[src/rtl/alu_exec_unit.sv]
// alu_exec_unit: registered 32-bit ALU with a multi-cycle, one-bit-per-cycle
// shifter for SLL/SRL. Logic ops, add, subtract and LUI finish one cycle
// after start. A shift by k > 0 keeps busy high for k cycles and then
// pulses done.
// Optional feature macro: ALU_OVERFLOW_DETECT_EN adds a registered Overflow
// output that flags signed overflow on ADD/SUB.
module alu_exec_unit #(
    parameter int DATA_WIDTH  = 32,
    parameter int SHAMT_WIDTH = 5
) (
    input  logic                   clk,
    input  logic                   reset,
    input  logic                   start,
    input  logic [3:0]             ALUOperation,
    input  logic [DATA_WIDTH-1:0]  A,
    input  logic [DATA_WIDTH-1:0]  B,
    input  logic [SHAMT_WIDTH-1:0] shamt,
    output logic [DATA_WIDTH-1:0]  ALUResult,
    output logic                   Zero,
    output logic                   done,
    output logic                   busy,
`ifdef ALU_OVERFLOW_DETECT_EN
    output logic                   Overflow,
`endif
    output logic                   op_error
);

    localparam logic [3:0] OP_AND = 4'b0000;
    localparam logic [3:0] OP_OR  = 4'b0001;
    localparam logic [3:0] OP_NOR = 4'b0010;
    localparam logic [3:0] OP_ADD = 4'b0011;
    localparam logic [3:0] OP_SUB = 4'b1000;
    localparam logic [3:0] OP_LUI = 4'b0101;
    localparam logic [3:0] OP_SLL = 4'b0110;
    localparam logic [3:0] OP_SRL = 4'b0111;

    localparam int HALF_WIDTH = DATA_WIDTH / 2;

    typedef enum logic [1:0] {
        ST_IDLE  = 2'd0,
        ST_SHIFT = 2'd1,
        ST_DONE  = 2'd2
    } state_t;

    state_t                 state_q, state_d;
    logic [DATA_WIDTH-1:0]  result_q, result_d;
    logic                   zero_q, zero_d;
    logic                   op_error_q, op_error_d;
    logic [DATA_WIDTH-1:0]  work_q, work_d;
    logic [SHAMT_WIDTH-1:0] count_q, count_d;
    logic                   dir_left_q, dir_left_d;
`ifdef ALU_OVERFLOW_DETECT_EN
    logic                   ovf_q, ovf_d;
    logic                   op_ovf;
`endif

    logic                   accept;
    logic                   start_shift;
    logic                   op_supported;
    logic                   op_is_shift;
    logic [DATA_WIDTH-1:0]  op_res;
    logic [DATA_WIDTH-1:0]  sum;
    logic [DATA_WIDTH-1:0]  diff;
    logic [DATA_WIDTH-1:0]  work_shifted;
    logic                   last_shift;

    // A request is only taken when no shift is in flight; SHIFT ignores start.
    assign accept      = start && (state_q != ST_SHIFT);
    assign start_shift = op_is_shift && (shamt != '0);

    // Add and subtract wrap modulo 2^DATA_WIDTH; carry/borrow are dropped.
    assign sum  = A + B;
    assign diff = A - B;

    // One-bit step of the iterative shifter, direction latched at accept.
    assign work_shifted = dir_left_q ? (work_q << 1) : (work_q >> 1);
    assign last_shift   = (count_q == SHAMT_WIDTH'(1));

    // Decode the opcode into a single-cycle result and classification flags.
    always_comb begin
        op_res       = '0;
        op_supported = 1'b1;
        op_is_shift  = 1'b0;
`ifdef ALU_OVERFLOW_DETECT_EN
        op_ovf       = 1'b0;
`endif
        case (ALUOperation)
            OP_AND: op_res = A & B;
            OP_OR:  op_res = A | B;
            OP_NOR: op_res = ~(A | B);
            OP_ADD: begin
                op_res = sum;
`ifdef ALU_OVERFLOW_DETECT_EN
                op_ovf = (A[DATA_WIDTH-1] == B[DATA_WIDTH-1]) &&
                         (sum[DATA_WIDTH-1] != A[DATA_WIDTH-1]);
`endif
            end
            OP_SUB: begin
                op_res = diff;
`ifdef ALU_OVERFLOW_DETECT_EN
                op_ovf = (A[DATA_WIDTH-1] != B[DATA_WIDTH-1]) &&
                         (diff[DATA_WIDTH-1] != A[DATA_WIDTH-1]);
`endif
            end
            OP_LUI: op_res = {B[HALF_WIDTH-1:0], {HALF_WIDTH{1'b0}}};
            OP_SLL, OP_SRL: begin
                // A zero shift amount completes immediately with B unchanged.
                op_is_shift = 1'b1;
                op_res      = B;
            end
            default: begin
                op_supported = 1'b0;
                op_res       = '0;
            end
        endcase
    end

    // FSM state register with asynchronous reset.
    always_ff @(posedge clk or posedge reset) begin
        if (reset) begin
            state_q <= ST_IDLE;
        end else begin
            state_q <= state_d;
        end
    end

    // FSM next-state logic: DONE lasts one cycle unless a new op is accepted.
    always_comb begin
        state_d = state_q;
        case (state_q)
            ST_IDLE, ST_DONE: begin
                if (accept) begin
                    state_d = start_shift ? ST_SHIFT : ST_DONE;
                end else begin
                    state_d = ST_IDLE;
                end
            end
            ST_SHIFT: begin
                if (last_shift) begin
                    state_d = ST_DONE;
                end
            end
            default: state_d = ST_IDLE;
        endcase
    end

    // FSM outputs: done marks the single cycle a new result is presented.
    always_comb begin
        done = (state_q == ST_DONE);
        busy = (state_q == ST_SHIFT);
    end

    // Datapath next values; visible outputs change only when an op completes.
    always_comb begin
        result_d   = result_q;
        zero_d     = zero_q;
        op_error_d = op_error_q;
        work_d     = work_q;
        count_d    = count_q;
        dir_left_d = dir_left_q;
`ifdef ALU_OVERFLOW_DETECT_EN
        ovf_d      = ovf_q;
`endif
        if (accept) begin
            if (start_shift) begin
                work_d     = B;
                count_d    = shamt;
                dir_left_d = (ALUOperation == OP_SLL);
            end else begin
                result_d   = op_res;
                zero_d     = (op_res == '0);
                op_error_d = ~op_supported;
`ifdef ALU_OVERFLOW_DETECT_EN
                ovf_d      = op_ovf;
`endif
            end
        end else if (state_q == ST_SHIFT) begin
            work_d  = work_shifted;
            count_d = count_q - SHAMT_WIDTH'(1);
            if (last_shift) begin
                result_d   = work_shifted;
                zero_d     = (work_shifted == '0);
                op_error_d = 1'b0;
`ifdef ALU_OVERFLOW_DETECT_EN
                ovf_d      = 1'b0;
`endif
            end
        end
    end

    // Datapath registers; reset presents a zero result with Zero set.
    always_ff @(posedge clk or posedge reset) begin
        if (reset) begin
            result_q   <= '0;
            zero_q     <= 1'b1;
            op_error_q <= 1'b0;
            work_q     <= '0;
            count_q    <= '0;
            dir_left_q <= 1'b0;
`ifdef ALU_OVERFLOW_DETECT_EN
            ovf_q      <= 1'b0;
`endif
        end else begin
            result_q   <= result_d;
            zero_q     <= zero_d;
            op_error_q <= op_error_d;
            work_q     <= work_d;
            count_q    <= count_d;
            dir_left_q <= dir_left_d;
`ifdef ALU_OVERFLOW_DETECT_EN
            ovf_q      <= ovf_d;
`endif
        end
    end

    assign ALUResult = result_q;
    assign Zero      = zero_q;
    assign op_error  = op_error_q;
`ifdef ALU_OVERFLOW_DETECT_EN
    assign Overflow  = ovf_q;
`endif

endmodule

[config.mk]
export PLATFORM = sky130hd
export DESIGN_NAME = alu_exec_unit
export DESIGN_NICKNAME = d
export VERILOG_FILES = /design/src/rtl/alu_exec_unit.sv
export SDC_FILE = /design/constraint.sdc
export NUM_CORES = 1
export LEC_CHECK = 0
export ABC_CLOCK_PERIOD_IN_PS = 2580
export CAP_MARGIN = 20
export CORE_MARGIN = 5
export CORE_UTILIZATION = 45
export CTS_BUF_LIST = sky130_fd_sc_hd__clkbuf_2
export CTS_CLUSTER_DIAMETER = 50
export DETAILED_ROUTE_END_ITERATION = 8
export DONT_BUFFER_PORTS = 1
export GPL_TIMING_DRIVEN = 0
export PLACE_DENSITY_LB_ADDON = 0.25
export SETUP_SLACK_MARGIN = 0.02
export SYNTH_ARGS = -nofsm -noshare
export SYNTH_HDL_FRONTEND = slang
export SYNTH_SLANG_ARGS = --single-unit
[constraint.sdc]
create_clock -name clk -period 2.58 [get_ports clk]
set_input_delay 0.258 -clock clk [delete_from_list [all_inputs] [get_ports clk]]
set_output_delay 0.258 -clock clk [all_outputs]
set_load 0.02 [all_outputs]
### Yosys cells after proc, flatten, opt, wreduce, memory -nomap -nowiden

Cells that the tools add are included.

| cells by class | value |
|---|---|
| add/subtract/negate cells | 3 |
| equal/unequal tests | 14 |
| muxes and demuxes | 26 |
| bitwise gates (word level) | 4 |
| reductions and logical operators | 15 |

Operators by type and width:

| operator | number |
|---|---|
| $mux W32 | 8 |
| $pmux W32 S7 | 1 |
| $logic_not A32 Y1 | 2 |
| $add A32 B32 Y32 | 1 |
| $and A32 B32 Y32 | 1 |
| $not A32 Y32 | 1 |
| $or A32 B32 Y32 | 1 |
| $sub A32 B32 Y32 | 1 |
| $mux W5 | 3 |
| $eq A4 B3 Y1 const B | 3 |
| $mux W1 | 10 |
| $eq A4 B2 Y1 const B | 2 |
| $reduce_or A8 Y1 | 1 |
| $mux W2 | 3 |
| $ne A2 B1 Y1 const B | 3 |
| $eq A5 B1 Y1 const B | 1 |
| $reduce_bool A5 Y1 | 1 |
| $sub A5 B1 Y5 const B | 1 |
| $eq A4 B1 Y1 const B | 1 |
| $eq A4 B4 Y1 const B | 1 |
| $logic_not A4 Y1 | 1 |
| $pmux W2 S2 | 1 |
| $reduce_and A2 Y1 | 2 |
| $reduce_bool A2 Y1 | 2 |
| 8 further kinds | 10 |

| word-level totals | value |
|---|---|
| register bits after elaboration | 74 |
| input port bits | 76 |
| output and inout port bits | 36 |

### Depth between registers and ports, before layout

Gate-level depths: netlist (run 1).

| depth | value |
|---|---|
| word-level depth | 7 |
| depth in mapped cells | 21 |
| gate-level depth less buffers | 19 |

### Worst setup path before layout (run 1)

Ideal clock, no wire load.

| path | value |
|---|---|
| path type | input to register |
| start | input ALUOperation[3] |
| end | register zero_q (netlist: Zero) |
| library setup time | 0.061 ns |
| arrival | 4.693 ns |
| data required time | 2.519 ns |
| setup slack | -2.174 ns |
| stages | 19 |
| path through | buf_2 > buf_1 > buf_2 > nor4b_1 > clkbuf_1 > nor2_1 > xnor2_1 > ha_1 > buf_2 > nand4_1 > a2111oi_1 > o31ai_2 > a31o_2 > o21ai_1 > xor2_1 > a221o_1 > or2_1 > nor4_1 > a31o_1 |

| on the way | value |
|---|---|
| cells in the longest elaborated chain, start to end | 6 |
| elaborated cells between the ends (all ways) | 17 |
| those cells by class | 8 x eq/ne; 4 x mux; 5 x reduce/logical |

RTL lines:

| element | RTL line | text |
|---|---|---|
| from (decl) | 14 | `input logic [3:0] ALUOperation,` |
| $eq A4 B3 Y1 | 87 | `case (ALUOperation)` |
| $reduce_or A2 Y1 | 87 |  |
| $pmux W32 S7 / $mux W1 (equally long branches) | 87 |  |
| $logic_not A32 Y1 / $logic_and A1 B1 Y1 (equally long branches) | 171, 69 |  |
| $mux W1 / $ne A2 B2 Y1 (equally long branches) | n/a |  |
| $mux W1 / $reduce_and A3 Y1 (equally long branches) | n/a |  |
| to (signal assigned) | 205 | `zero_q <= zero_d;` |
| to (decl) | 47 | `logic zero_q, zero_d;` |

Parallel ways exist; a longest one is shown, timed or not. The select of a mux whose other input is x is not followed.
A chain may end at the register's enable or synchronous reset.

### Final worst setup path (run 1)

Ends and elaborated chain as after synthesis.

==> reports/results.ini, run 1 <==
[setup_path]
crit_required_ps = 3090
cp_max_fo = 5
path_class = in2reg
reg2regPathDepth = 11
worst_setup_path_end_kind = flop
ff2ff_setup_slack_ps = -260
worstSetupEndpoint = Zero
arrival_ps = 4020
critical_path.startpoint = ALUOperation[3]
reg2reg_to = Zero
start_kind = primary input
timing.rr.start = state_q[1]

[routing]
viasPerCell = 6.68
drtAntennaViolNets = 0
dr_total_vias = 9348
drcViolationCount = 0
drt_pass1_iterations = 6
drt-total-wl_mm = 34.1
wl_per_cell_um = 24.4
dr.first_iter.drc_count = 1242

[clock_network]
cts_buffer_depth = 2
numClockSinks = 74
cts_tree = yes
htree_levels = 3
cts_buffers = 9
path_clk_slew_ps = 240
cts-root-buf = clkbuf_2
clk_latency_ps = 590

[placement]
io_buffers = 0
dpl-instance-area_um2 = 8430
dpl.hpwl_mm = 24.4
dpl.cell_count = 1304
dp_slack_ps = -2250
place_congestion = 1.01

[cells_and_area]
final_core_utilization_pct = 61.5
area_growth_pct = 34.8
fin_cells = 1399
fillers = 1532
final_cell_area_um2 = 10600
final_net_count = 1281
drive_above_1_share_pct = 28.0

[timing]
fmax_mhz = 285
setup_slack_ps = -934
hold_viol = 0
max_slew_margin_pct = 27.6
finalCritPeriodShare_pct = 136
drv_slew = 0
rsz0062_at_grt = yes
finalSetupViolations = 24
worst_pin_slew_ps = 1080
finalCriticalPeriod_ps = 3510
clock-skew-final_ps = 40.2

[pwr]
clockPowerShare_pct = 10.6
netSwitchingFraction_pct = 49.3
p_comb_share_pct = 51.9
p_per_area_nw_per_um2 = 570
leakage_uw = 0.00419
internal-power_uw = 3050
power_frac_seq_pct = 37.6
switchingPower_uw = 2970
worst_ir_drop_vdd_uv = 371

[global_route]
grt_overflow_total = 0
grt_max_degree = 45
antenna_found_initial = 1
grt.total_usage_pct = 31.5
grt_pass1_wl_mm = 49.6
grt_pass1_vias = 8731

[synth]
yosys_warnings = 0
synth.top_cells.by_count = 140 x nor2_1, 131 x nand2_1, 117 x a21oi_1
ys_types = 77
syn_nets = 1191
netlist_area_um2 = 7840
synth_top_area_cell = dfrtp_1
yosysMostFrequentCell = nor2_1
synthTopCellsByArea = dfrtp_1 23%, a21oi_1 7.5%, nor2_1 6.7%
syn_inst = 1078
synth.avg_cell_area_um2 = 7.27
synth_edf_count = 0
yosysTopAreaCellShare_pct = 23.3
ys_ff_latch = 74
ys_seq_area_share_pct = 23.6
async_flop_share_pct = 100
ys.flop_type = dfrtp_1

[worst_hold_path]
hold_depth = 4
hp-class = in2reg
hold_start = B[24]

[die]
die_h_um = 142
core_area_um2 = 17200
start_util_pct = 45.7
die_area_um2 = 20200
die_w_um = 142
ios = 112
rows = 48

[flow_run]
drv_cap = 0

[run_status]
violations = negative setup slack
status = finished with violations

==> flip-flops by register name (all words and copies together) (netlist names) <==
name,flops
count_q,5
op_error,1
state_q,2
Zero,1
ALUResult,32
work_q,32
dir_left_q,1
==> power by group through the flow <==
stage                     clock [µW]  combinational (µW)  sequential, µW
after CTS                        638                2820            2250
final                            637                3120            2260
after detailed placement           0                2390            2270
after global routing             674                3360            2310
after floorplan                    0                1840            2110
after global placement             0                2340            2270
==> per-layer routing <==
metal,track usage [%],vias to the layer above,wire length (µm)
met3,7.02,164,3690
met5,0,-,0
li1,-,4139,-
met4,14.8,0,2190
met1,40.3,4417,12900
met2,50.8,628,15300
==> worst min-delay path by stage <==
stage	to	slack (ps)
floorplan	work_q[31]	410
global placement	count_q[1]	450
detailed placement	ALUResult[30]	160
CTS	work_q[22]	10
global route	ALUResult[24]	50
finish	ALUResult[24]	40
==> cells in the final DEF (no fill, tap or decap), types with 21 or more instances in the layout <==
cell,count
nor2_1,127
nand2_1,114
a21oi_1,77
dfrtp_1,73
o21ai_0,61
buf_4,54
a21oi_2,30
mux2i_1,28
clkbuf_1,27
a21o_1,24
dlygate4sd3_1,22
o21ai_2,21
==> cell type report <==
| class | count | area, µm² | share of cell area (%) |
|---|---|---|---|
| clock buffers | 9 | 45.0 | 0.426 |
| clock inverters | 7 | 60.1 | 0.568 |
| inverters | 15 | 58.8 | 0.557 |
| plain buffers | 72 | 573 | 5.42 |
| multi-input cells | 904 | 6860 | 64.9 |
| well taps | 225 | 282 | 2.66 |
| flip-flops and latches | 74 | 1850 | 17.5 |
| repair buffers | 92 | 833 | 7.89 |
| diodes | 1 | 2.50 | 0.0237 |
==> critical path, stage by stage <==
cell	delay, ps
buf_12	70
buf_8	90
buf_8	80
nor4b_4	290
clkbuf_8	230
buf_6	120
a21oi_1	60
xnor2_1	180
ha_1	370
a21o_1	280
o31ai_4	470
a31oi_4	200
xnor2_2	270
o21ai_2	120
a2111oi_2	360
nand4_1	110
and4b_1	280
a31o_1	180
==> cell families after synthesis <==
logic type / synth area share [%]
XOR/XNOR: 5.47
multiplexers: 3.86
AO/OA/AOI/OAI: 30.7
AND/OR/NAND/NOR: 23.2
adder cells (fa/ha/maj): 8.04
flip-flops: 23.6
buffers and inverters: 5.03
==> per-stage QoR <==
step | power, µW | hold WS [ps] | setup TNS, ps
2_1_floorplan | 3950 | 406 | -19690
3_3_place_gp | 4610 | 448 | -78060
3_5_place_dp | 4660 | 158 | -49940
4_1_cts | 5700 | 13.2 | -8420
5_1_grt | 6340 | 50.2 | -14380
6_report | 6020 | 41.9 | -11870
==> repair_timing <==
action | CTS | global route
pin swaps | 98 | 62
cloned | 1 | 0
resized for setup | 216 | 93
hold buffers | 22 | 0
buffers inserted | 56 | 15
hold endpoints to repair | 94 | 0
setup endpoints to repair | 49 | 51
No activity file was read; power rests on OpenSTA's default activity.
==> inputs of run 2 (changes only) <==
--- a/config.mk
+++ b/config.mk
@@ -5,6 +5,7 @@
 export SDC_FILE = /design/constraint.sdc
 export NUM_CORES = 1
 export LEC_CHECK = 0
+export ABC_AREA = 1
 export ABC_CLOCK_PERIOD_IN_PS = 2580
 export CAP_MARGIN = 20
 export CORE_MARGIN = 5
==> reports/results.ini, run 2 <==
[synth]
yosys_warnings = 0
syn_inst = 1471
synth_top_area_cell = dfrtp_1
async_flop_share_pct = 100
ys_seq_area_share_pct = 21.9
ys.flop_type = dfrtp_1
ys_types = 41
synthTopCellsByArea = dfrtp_1 22%, nand2_1 21%, inv_1 9.8%
ys_ff_latch = 74
yosysTopAreaCellShare_pct = 21.6
netlist_area_um2 = 8460
syn_nets = 1584
synth_edf_count = 0
synth.avg_cell_area_um2 = 5.75
synth.top_cells.by_count = 462 x nand2_1, 221 x inv_1, 160 x nor2_1
yosysMostFrequentCell = nand2_1

[timing]
finalCritPeriodShare_pct = 128
setup_slack_ps = -713
worst_pin_slew_ps = 809
fmax_mhz = 304
drv_slew = 0
rsz0062_at_grt = yes
max_slew_margin_pct = 46.0
finalCriticalPeriod_ps = 3290
clock-skew-final_ps = 44.5
hold_viol = 0
finalSetupViolations = 17

[clock_network]
cts_buffers = 9
numClockSinks = 74
clk_latency_ps = 580
cts_buffer_depth = 2
cts-root-buf = clkbuf_2
cts_tree = yes
path_clk_slew_ps = 220
htree_levels = 3

[cells_and_area]
drive_above_1_share_pct = 20.4
final_core_utilization_pct = 56.4
fillers = 1858
final_cell_mix = 387 x nand2_1, 203 x inv_1, 134 x nor2_1
area_growth_pct = 23.8
final_net_count = 1660
final_cell_area_um2 = 10500
final_common_cell = nand2_1

[die]
start_util_pct = 45.5
die_area_um2 = 21600
die_h_um = 147
core_area_um2 = 18600
ios = 112
die_w_um = 147
rows = 50

[setup_path]
slowest_stage = ha_4
path_class = in2reg
reg2reg_to = Zero
worst_setup_path_end_kind = flop
crit_required_ps = 3080
ff2ff_setup_slack_ps = 20
cp_slowest_stage_delay_ps = 340
cp_max_fo = 4
cp_common_cell = nand2_2
reg2regPathDepth = 8
arrival_ps = 3790
timing.rr.start = dir_left_q
start_kind = primary input

[placement]
dpl.hpwl_mm = 27.0
dp_slack_ps = -1540
dpl-instance-area_um2 = 8940
place_congestion = 1.01
io_buffers = 0

[global_route]
grt_overflow_total = 0
grt.total_usage_pct = 30.1
grt_pass1_wl_mm = 51.6
grt_max_degree = 54
grt_pass1_vias = 9336
antenna_found_initial = 1

[worst_hold_path]
hold_depth = 4
hold_start = B[22]
hold-path-endpoint = work_q[22]
hp-class = in2reg

[routing]
drcViolationCount = 0
dr_total_vias = 10200
dr.first_iter.drc_count = 1034
wl_per_cell_um = 19.2
drt-total-wl_mm = 34.3
drt_pass1_iterations = 5
viasPerCell = 5.70
drtAntennaViolNets = 0

[flow_run]
drv_cap = 0

[pwr]
leakage_uw = 0.00510
p_total_uw = 6130
worst_ir_drop_vdd_uv = 302
p_per_area_nw_per_um2 = 586

[run_status]
violations = negative setup slack
status = finished with violations

run 2: cell types whose count changed after synthesis, moves of 19 or more:
cell	change
a21o_1	-24
a21oi_1	-60
a31oi_1	+30
clkbuf_1	-36
inv_1	+206
mux2i_1	-28
nand2_1	+331
nand3_1	+66
nor2_1	+20
o21ai_0	+21
or2_2	+19
xnor2_1	-25
run 2: layout make-up:
class                           count  area (µm²)  share of cell area (%)
Multi-Input combinational cell   1125        6430                    61.4
Sequential cell                    74        1850                    17.7
Inverter                          223         895                    8.54
Timing Repair Buffer               66         617                    5.89
Tap cell                          234         293                    2.80
Buffer                             48         236                    2.26
Clock inverter                      7         101                   0.968
Clock buffer                        9        45.0                   0.430
Antenna cell                        1        2.50                  0.0239
run 2: metrics by stage:
stage               cells  hold WS, ps  TNS, ps
floorplan            1471          368    -3850
finish               1787         13.2    -5750
global route         1787         11.1    -7710
detailed placement   1706          108   -20590
global placement     1705          373   -47370
CTS                  1766        0.179    -2170
run 2: logic make-up (layout without fill, tap and decap cells):
kind of cell / count (synthesis) / count (layout) / synth area share, %
xor+xnor: 32 / 32 / 3.31
compound gates: 265 / 265 / 17.6
fa+ha+maj: 37 / 37 / 5.56
flops: 74 / 74 / 21.9
other cells: 0 / 1 / 0
simple gates: 791 / 791 / 39.1
buf+inv: 272 / 353 / 12.5
run 2: where the power goes:
part / switching, µW / internal [µW]
registers: 573 / 1640
logic: 2020 / 1100
clock network: 472 / 328
total: 3070 / 3070
run 2: how the worst max path moves through the flow:
stage | startpoint | endpoint
after CTS | B[0] | Zero
after global placement | B[0] | Zero
after detailed placement | B[1] | Zero
after global routing | B[0] | Zero
final | B[0] | ALUResult[28]
after floorplan | B[0] | Zero
run 2: timing repair:
action / 4_1_cts / 5_1_grt
pin swaps: 23 / 47
buffers inserted: 24 / 21
hold buffers: 21 / 0
endpoints found under the setup margin: 30 / 29
cloned: 0 / 0
endpoints found under the hold margin: 92 / 0
gates resized for setup: 89 / 136
run 2: critical path: cells and delay by family:
| family | cells | cell delay (ps) |
|---|---|---|
| and+or+nand+nor | 18 | 1960 |
| adders and majority gates | 2 | 450 |
| buffers and inverters | 6 | 510 |
| AOI/OAI and AO/OA | 3 | 420 |
| xor gates and xnor gates | 1 | 180 |
run 2: layer usage:
metal  vias up  routed length, µm  share of wire, %  GRT usage [%]
met3       113               3120               9.1           5.77
met5         -                  0                 0              0
li1       4879                  -                 -              -
met4         0               1870               5.5           13.3
met2       529              15500                45           48.5
met1      4664              13800                40           39.4
==> inputs of run 3 (changes only) <==
--- a/config.mk
+++ b/config.mk
@@ -8,6 +8,7 @@
 export ABC_AREA = 1
 export ABC_CLOCK_PERIOD_IN_PS = 2580
 export CAP_MARGIN = 20
+export CORE_ASPECT_RATIO = 0.9
 export CORE_MARGIN = 5
 export CORE_UTILIZATION = 45
 export CTS_BUF_LIST = sky130_fd_sc_hd__clkbuf_2
==> reports/results.ini, run 3 (same netlist as run 2, synthesis figures left out) <==
[global_route]
grt_max_degree = 64
grt_overflow_total = 0
grt.total_usage_pct = 29.6
grt_pass1_wl_mm = 50.3
grt_pass1_vias = 9066
antenna_found_initial = 1

[die]
die_h_um = 140
die_area_um2 = 21600
rows = 47
core_area_um2 = 18500
start_util_pct = 45.8
die_w_um = 155
ios = 112

[worst_hold_path]
hp-class = in2reg
hold-path-endpoint = ALUResult[0]
hold_depth = 4
hold_start = B[0]

[setup_path]
cp_max_fo = 4
arrival_ps = 3740
reg2regPathDepth = 8
slowest_stage = ha_1
cp_slowest_stage_delay_ps = 330
start_kind = primary input
ff2ff_setup_slack_ps = -180
cp_common_cell = nand2_2
timing.rr.start = dir_left_q
worst_setup_path_end_kind = flop
reg2reg_to = Zero
crit_required_ps = 3080
path_class = in2reg

[pwr]
worst_ir_drop_vdd_uv = 459
leakage_uw = 0.00491
p_per_area_nw_per_um2 = 585

[flow_run]
drv_cap = 0

[run_status]
status = finished with violations
violations = negative setup slack

[placement]
place_congestion = 1.00
dpl.cell_count = 1717
io_buffers = 0
dpl.hpwl_mm = 26.9
dpl-instance-area_um2 = 8950

[clock_network]
cts_buffers = 9
cts_tree = yes
cts_buffer_depth = 2
cts-root-buf = clkbuf_2
numClockSinks = 74
clk_latency_ps = 550
htree_levels = 3
path_clk_slew_ps = 200

[cells_and_area]
area_growth_pct = 17.7
final_cell_mix = 412 x nand2_1, 206 x inv_1, 135 x nor2_1
drive_above_1_share_pct = 16.4
final_common_cell = nand2_1
final_cell_area_um2 = 9960
fin_cells = 1776
final_net_count = 1639

[routing]
dr.first_iter.drc_count = 980
viasPerCell = 5.65
drt-total-wl_mm = 33.3
dr_total_vias = 10000
drt_pass1_iterations = 6
wl_per_cell_um = 18.8
drtAntennaViolNets = 0
drcViolationCount = 0

[timing]
rsz0062_at_grt = yes
finalCritPeriodShare_pct = 126
finalCriticalPeriod_ps = 3240
clock-skew-final_ps = 32.6
hold_viol = 0
max_slew_margin_pct = 48.5
finalSetupViolations = 15
worst_pin_slew_ps = 773
drv_slew = 0
fmax_mhz = 308
fin_setup_tns_ps = -4650
setup_slack_ps = -662

[run 3: cell count changes in the layout (fill, tap and decap cells not counted), sizes merged]
cell	change
dlygate4sd3	-5
diode	+1
clkbuf	+3
clkinvlp	-2
bufinv	-1
clkinv	+2
inv	-2
buf	-18
[run 3: worst max path at each step]
stage | from | endpoint | slack, ps
after global placement | B[1] | Zero | -1440
after detailed placement | B[1] | Zero | -1460
after CTS | B[0] | Zero | -480
after floorplan | B[0] | Zero | -600
final | B[0] | Zero | -660
after global routing | B[0] | Zero | -880
[run 3: what timing repair did]
action	4_1_cts	5_1_grt
cloned	0	0
buffers inserted	20	8
resized for setup	80	66
endpoints found under the setup margin	39	71
pin swaps	41	36
endpoints found under the hold margin	88	1
hold buffers	15	1
[run 3: area by class of cell]
type | count | area, µm²
fillers | 1972 | 8510
flip-flops and latches | 74 | 1850
diodes | 2 | 5.00
repair buffers | 45 | 420
multi-input cells | 1125 | 6150
clock inverters | 4 | 45.0
clock buffers | 10 | 50.0
well taps | 245 | 307
plain buffers | 48 | 228
inverters | 223 | 896
[run 3: layer usage]
metal | share of wire (%) | wire, µm | global-route usage (%)
met3 | 13 | 4260 | 10.2
met1 | 43 | 14400 | 41.9
met4 | 3.3 | 1120 | 10.2
met2 | 41 | 13500 | 41.7
met5 | 0 | 0 | 0
[run 3: through the flow]
stage | hold slack, ps | utilization, % | power [µW] | worst slack (ps)
global route | 25.3 | 53.9 | 6280 | -883
CTS | -163 | 52.2 | 5680 | -482
finish | 18.1 | 53.9 | 5820 | -662
global placement | 378 | 48.3 | 4890 | -1440
detailed placement | 57.8 | 48.5 | 4940 | -1460
floorplan | 368 | - | 4150 | -602
[run 3: worst max-delay path: cells and delay by family]
kind,cells,cell delay (ps)
fa+ha+maj,2,460
xor+xnor,1,150
buf+inv,2,70
simple gates,22,2400
compound gates,3,400
[run 3: report_power, final]
part | switching, µW | internal, µW
clock network | 410 | 211
registers | 594 | 1640
logic | 1950 | 1020
total | 2950 | 2870
